==> src/rtl/req_onehot_arbiter_pkg.sv <==
// Shared types, sizes and helpers for the request one-hot arbiter.
// The downstream 8-to-3 encoder fixes the line count at 8.
package req_onehot_arbiter_pkg;

    localparam int unsigned ARB_N           = 8;
    localparam int unsigned ARB_SYNC_STAGES = 2;
    localparam int unsigned ARB_IDX_W       = $clog2(ARB_N);

    typedef logic [ARB_N-1:0]     arb_vec_t;
    typedef logic [ARB_IDX_W-1:0] arb_idx_t;

    // First set bit of vec scanning ptr, ptr+1, .. wrapping; ARB_N is a power of two.
    function automatic arb_idx_t rr_pick(input arb_vec_t vec, input arb_idx_t ptr);
        arb_idx_t idx;
        logic     found;
        rr_pick = '0;
        found   = 1'b0;
        for (int unsigned k = 0; k < ARB_N; k++) begin
            idx = ptr + ARB_IDX_W'(k);
            if (!found && vec[idx]) begin
                rr_pick = idx;
                found   = 1'b1;
            end
        end
    endfunction

    function automatic arb_vec_t onehot(input arb_idx_t idx);
        onehot      = '0;
        onehot[idx] = 1'b1;
    endfunction

endpackage

==> src/rtl/req_onehot_arbiter_if.sv <==
// Grant handshake between the arbiter (master) and the encoder stage (slave).
interface req_onehot_arbiter_if
    import req_onehot_arbiter_pkg::*;
#(
    parameter int unsigned N = ARB_N
);
    logic [N-1:0] grant;
    logic         grant_valid;
    logic         grant_ready;

    modport master (output grant, output grant_valid, input grant_ready);
    modport slave  (input grant, input grant_valid, output grant_ready);
endinterface

==> src/rtl/req_edge_sync.sv <==
// Per-line synchroniser plus rising-edge detector for one asynchronous request line.
module req_edge_sync #(
    parameter int unsigned SYNC_STAGES = 2
) (
    input  logic clk,
    input  logic rst_n,
    input  logic d,
    output logic rise
);

    logic [SYNC_STAGES-1:0] sync_q;
    logic                   s_q;
    logic [SYNC_STAGES:0]   arm_q;

    always_ff @(posedge clk or negedge rst_n) begin
        if (!rst_n) begin
            sync_q <= '0;
            s_q    <= 1'b0;
            arm_q  <= '0;
        end else begin
            sync_q <= {sync_q[SYNC_STAGES-2:0], d};
            s_q    <= sync_q[SYNC_STAGES-1];
            arm_q  <= {arm_q[SYNC_STAGES-1:0], 1'b1};
        end
    end

    // Detector stays disarmed until s_q holds a real post-reset sample, so a line
    // already high at reset release is not mistaken for an edge.
    always_comb begin
        rise = sync_q[SYNC_STAGES-1] & ~s_q & arm_q[SYNC_STAGES];
    end

endmodule

==> src/rtl/req_onehot_arbiter.sv <==
// Sticky pending capture of request edges and round-robin selection into a
// registered one-hot grant with valid/ready handshake.
module req_onehot_arbiter
    import req_onehot_arbiter_pkg::*;
#(
    parameter int unsigned N           = ARB_N,
    parameter int unsigned SYNC_STAGES = ARB_SYNC_STAGES
) (
    input  logic                 clk,
    input  logic                 rst_n,
    input  logic [N-1:0]         req_in,
    input  logic                 clr_ovf,
    req_onehot_arbiter_if.master gnt,
    output logic [N-1:0]         pending,
    output logic [N-1:0]         overflow
);

    logic [N-1:0] rise;
    logic [N-1:0] pending_q, pending_d;
    logic [N-1:0] overflow_q, overflow_d;
    logic [N-1:0] grant_q, grant_d;
    logic         valid_q, valid_d;
    arb_idx_t     ptr_q, ptr_d;
    arb_idx_t     winner;
    logic [N-1:0] clr_vec, cand;
    logic         acc, update;

    for (genvar i = 0; i < N; i++) begin : g_sync
        req_edge_sync #(
            .SYNC_STAGES(SYNC_STAGES)
        ) u_sync (
            .clk  (clk),
            .rst_n(rst_n),
            .d    (req_in[i]),
            .rise (rise[i])
        );
    end

    always_comb begin
        acc        = valid_q & gnt.grant_ready;
        clr_vec    = acc ? grant_q : '0;
        // A new edge on a line being accepted re-arms it rather than counting as lost.
        pending_d  = rise | (pending_q & ~clr_vec);
        overflow_d = (clr_ovf ? '0 : overflow_q) | (rise & pending_q & ~clr_vec);
        cand       = pending_q & ~clr_vec;
        update     = ~valid_q | acc;
        winner     = rr_pick(cand, ptr_q);

        grant_d = grant_q;
        valid_d = valid_q;
        ptr_d   = ptr_q;
        if (update) begin
            if (cand != '0) begin
                grant_d = onehot(winner);
                valid_d = 1'b1;
                ptr_d   = winner + ARB_IDX_W'(1);
            end else begin
                grant_d = '0;
                valid_d = 1'b0;
            end
        end
    end

    always_ff @(posedge clk or negedge rst_n) begin
        if (!rst_n) begin
            pending_q  <= '0;
            overflow_q <= '0;
            grant_q    <= '0;
            valid_q    <= 1'b0;
            ptr_q      <= '0;
        end else begin
            pending_q  <= pending_d;
            overflow_q <= overflow_d;
            grant_q    <= grant_d;
            valid_q    <= valid_d;
            ptr_q      <= ptr_d;
        end
    end

    assign gnt.grant       = grant_q;
    assign gnt.grant_valid = valid_q;
    assign pending         = pending_q;
    assign overflow        = overflow_q;

endmodule
==> src/flat_wrapper.sv <==
// flat-port wrapper written by rule: the top's interface ports become plain ports
module req_onehot_arbiter_flat import req_onehot_arbiter_pkg::*;
#(
    parameter int unsigned N           = ARB_N,
    parameter int unsigned SYNC_STAGES = ARB_SYNC_STAGES
)
  (clk, rst_n, req_in, clr_ovf, pending, overflow, gnt_grant, gnt_grant_valid, gnt_grant_ready);
  req_onehot_arbiter_if #(.N(N)) gnt_i ();
  input  logic clk;
  input  logic rst_n;
  input  logic [N-1:0] req_in;
  input  logic clr_ovf;
  output logic [N-1:0] pending;
  output logic [N-1:0] overflow;
  output wire logic [$bits(gnt_i.grant)-1:0] gnt_grant;
  output wire logic [$bits(gnt_i.grant_valid)-1:0] gnt_grant_valid;
  input wire logic [$bits(gnt_i.grant_ready)-1:0] gnt_grant_ready;
  assign gnt_grant = gnt_i.grant;
  assign gnt_grant_valid = gnt_i.grant_valid;
  assign gnt_i.grant_ready = gnt_grant_ready;
  req_onehot_arbiter #(.N(N), .SYNC_STAGES(SYNC_STAGES)) u_core (.clk(clk), .rst_n(rst_n), .req_in(req_in), .clr_ovf(clr_ovf), .gnt(gnt_i), .pending(pending), .overflow(overflow));
endmodule
==> config.mk <==
export PLATFORM = sky130hd
export DESIGN_NAME = req_onehot_arbiter_flat
export DESIGN_NICKNAME = d
export VERILOG_FILES = /design/src/rtl/req_onehot_arbiter_pkg.sv /design/src/rtl/req_onehot_arbiter_if.sv /design/src/rtl/req_edge_sync.sv /design/src/rtl/req_onehot_arbiter.sv /design/src/flat_wrapper.sv
export SDC_FILE = /design/constraint.sdc
export NUM_CORES = 1
export LEC_CHECK = 0
export ABC_CLOCK_PERIOD_IN_PS = 5260
export BUFFER_PORTS_ARGS = -buffer_cell sky130_fd_sc_hd__buf_2
export CELL_PAD_IN_SITES_DETAIL_PLACEMENT = 0
export CELL_PAD_IN_SITES_GLOBAL_PLACEMENT = 1
export CORE_MARGIN = 3
export CORE_UTILIZATION = 30
export CTS_CLUSTER_SIZE = 8
export DETAILED_ROUTE_END_ITERATION = 8
export PLACE_DENSITY = 0.53
export RECOVER_POWER = 100
export SYNTH_ARGS = -nofsm -noshare
export SYNTH_HDL_FRONTEND = slang
export SYNTH_SLANG_ARGS = --single-unit
==> constraint.sdc <==
create_clock -name clk -period 5.26 [get_ports clk]
set_input_delay 1.052 -clock clk [delete_from_list [all_inputs] [get_ports clk]]
set_output_delay 1.052 -clock clk [all_outputs]
set_load 0.01 [all_outputs]
==> flow_summary.yaml <==
floorplan:
  core_area_mm2: 0.00986
  dieArea_mm2: 0.0115
  fp-row-count: 36
  dieWidth_um: 107
  die_height_um: 107
  initial_core_util: 0.311
  io_pins: 37
global_routing:
  met3_usage: 0.0199
  grt_overflow: 0
  grt_pass1_vias: 2381
  grt_max_degree: 56
  antenna_found_initial: 0
  grt.total_usage: 0.152
  busiest_layer: "met2"
  grt_pass1_wl_um: 13400
  use_met1: 0.221
  met2_usage: 0.238
synthesis:
  synth_top_area_frac: 0.449
  synth_mux_area_frac: 0.0653
  seq_area_frac_synth: 0.449
  synth_ff_type: "dfrtp_1"
  synth_warnings: 0
  yosys.area_share.xor_xnor: 0.0171
  synth_compound_area_frac: 0.208
  ys_top_cells_by_area: "dfrtp_1 45%, mux4_2 5.1%, nand2_1 4.5%, o22ai_1 3.5%, nand2b_1 3.3%"
  synth_fa_ha_area_frac: 0.00816
  synth_top_family_by_area: "compound AO/OA/AOI/OAI gates"
  avgSynthCellArea_um2: 10.2
  synth_top_cells_by_count: "55 x dfrtp_1, 37 x nand2_1, 17 x inv_1, 17 x o22ai_1, 16 x nand2b_1"
  syn_area_mm2: 0.00307
  synth_nets: 314
  synth_edf_count: 0
  ys_ff_latch: 55
  synthSimpleGateAreaFrac: 0.200
  synth-async-reset-ratio: 1.00
  yosysMostFrequentCell: "dfrtp_1"
  netlist_instances: 300
  yosys.cell_types.count: 64
  synth_top_cell_by_area: "dfrtp_1"
layout:
  n_antenna_cell: 0
  multi_input_area_mm2: 0.00151
  drive_gt1_frac: 0.115
  area_growth_pct: 10.7
  nNetsFinal: 344
  fill_cells: 1026
  area.sequential_mm2: 0.00138
  final_cell_area_mm2: 0.00339
critical_path:
  arrival_ps: 4840
  cp-end-kind: "flop"
  critPathKind: "flop to flop"
  cp-start-kind: "flop"
  cp.required_ps: 5470
  worstPathMaxFanout: 15
  reg2regPathDepth: 11
timing:
  slew_viol_final: 56
  fin_crit_sh: 0.880
  tns_ps: 0
  max_slew_margin: -0.907
  fmax_mhz: 216
  clock-skew-final_ps: 9.14
  finalSetupViolations: 0
  worstMarginPinSlew_ps: 2860
  whs_ps: 359
  rsz0062_at_grt: "no"
  hold_viol_final: 0
  min_period_ps: 4630
flow_run:
  drv_cap: 1
detailed_routing:
  vias: 2462
  wl_um: 8340
  dr.pass1.iters: 4
  dr.first_iter.drc_count: 167
  post_drt_wl_per_cell_um: 18.0
  viasPerCell: 5.31
  antenna_left: 0
  drcViolationCount: 0
clock_network:
  cts_root_buffer: "clkbuf_8"
  cts_resized: 0
  htreeDepth: 2
  ctsHoldBuffers: 0
  post_cts_buffers: 0
  cts_num_sinks: 55
  tritoncts: "built"
  clk_pin_slew_worst_paths_ps: 110
  clk_path_buf_depth: 2
  clk_latency_ps: 320
  numCtsBuffers: 5
hold_path:
  holdPathStages: 0
  hold_class: "flop to flop"
run_status:
  violations: "max-capacitance violations, max-slew violations"
  status: "complete, but fails checks"
place:
  dp_hpwl_um: 6360
  place_congestion: 0.880
  portBuffers: 36
  post_dp_cell_area_mm2: 0.00335
[area by class of cell]
type | count | area share
inverter | 17 | 0.0188
clock inverter | 3 | 0.00996
tap | 133 | 0.0490
sequential | 55 | 0.406
multi-input combinational | 211 | 0.445
timing repair buffer | 40 | 0.0513
clock buffer | 5 | 0.0203
[state kept, by name, indices dropped and copies added (netlist names)]
signal and count:
u_core.ptr_q 3, u_core.overflow 8, u_core.g_sync.u_sync.sync_q 16, u_core.g_sync.u_sync.arm_q 3
u_core.g_sync.u_sync.s_q 8, u_core.pending 8, u_core.gnt.grant_valid 1, u_core.gnt.grant 8
[worst max-delay path, stage by stage, from the launching register on]
cell and delay, ps:
dfrtp_1 720, inv_1 120, ha_1 610, inv_1 250
o32ai_1 760, mux4_2 400, o32a_1 250, and4bb_1 250
and2_1 180, nor3_1 550, nor2_1 140, a32o_1 290
[placed cells by master (no fill, tap or decap), drive strengths merged, types with 5 or more instances in the layout]
| cell | Yosys | routed |
|---|---|---|
| a22o | 5 | 5 |
| and3 | 8 | 8 |
| buf | 13 | 13 |
| clkbuf | 4 | 32 |
| dfrtp | 55 | 55 |
| inv | 17 | 19 |
| mux4 | 7 | 7 |
| nand2 | 37 | 37 |
| nand2b | 16 | 16 |
| nand3b | 8 | 8 |
| nor2 | 12 | 12 |
| nor2b | 5 | 5 |
| o21ai | 7 | 7 |
| o221ai | 5 | 5 |
| o22a | 6 | 6 |
| o22ai | 17 | 17 |
| o31ai | 5 | 5 |
| o32ai | 7 | 7 |
[metal layers]
metal  wire (µm)  part of all wire
met1        4060              0.49
met2        3880              0.47
met3         288             0.035
met4         108             0.013
met5           0                 0
[stage by stage]
step / worst slack (ps) / cells / util
after global placement: 824 / 456 / 0.339
final: 631 / 464 / 0.344
after global routing: 316 / 464 / 0.344
after CTS: 878 / 464 / 0.350
after floorplan: 1510 / 300 / -
after detailed placement: 922 / 456 / 0.339
[final timing paths]
kind	startpoint	to	slack, ps
hold reg to reg	u_core.g_sync[2].u_sync.sync_q[0]$_DFF_PN0_	u_core.g_sync[2].u_sync.sync_q[1]$_DFF_PN0_	360
setup / recovery	u_core.ptr_q[0]$_DFFE_PN0P_	u_core.gnt.grant[6]$_DFFE_PN0N_	630
hold / removal	u_core.g_sync[2].u_sync.sync_q[0]$_DFF_PN0_	u_core.g_sync[2].u_sync.sync_q[1]$_DFF_PN0_	360
min in group asynchronous	rst_n	u_core.ptr_q[1]$_DFFE_PN0P_	1730
setup reg to reg	u_core.ptr_q[0]$_DFFE_PN0P_	u_core.gnt.grant[6]$_DFFE_PN0N_	630
max in group asynchronous	rst_n	u_core.g_sync[0].u_sync.sync_q[1]$_DFF_PN0_	1900
[logic make-up after synthesis]
| kind of cell | count (synthesis) |
|---|---|
| and+or+nand+nor | 110 |
| other | 1 |
| DFF | 55 |
| xor gates and xnor gates | 6 |
| AOI/OAI and AO/OA | 81 |
| buffers and inverters | 34 |
| adders and majority gates | 2 |
| muxes | 11 |
Power is left out: the tool's default activity adds up to more than one toggle a clock period on the data nets, which glitch-free logic cannot reach.
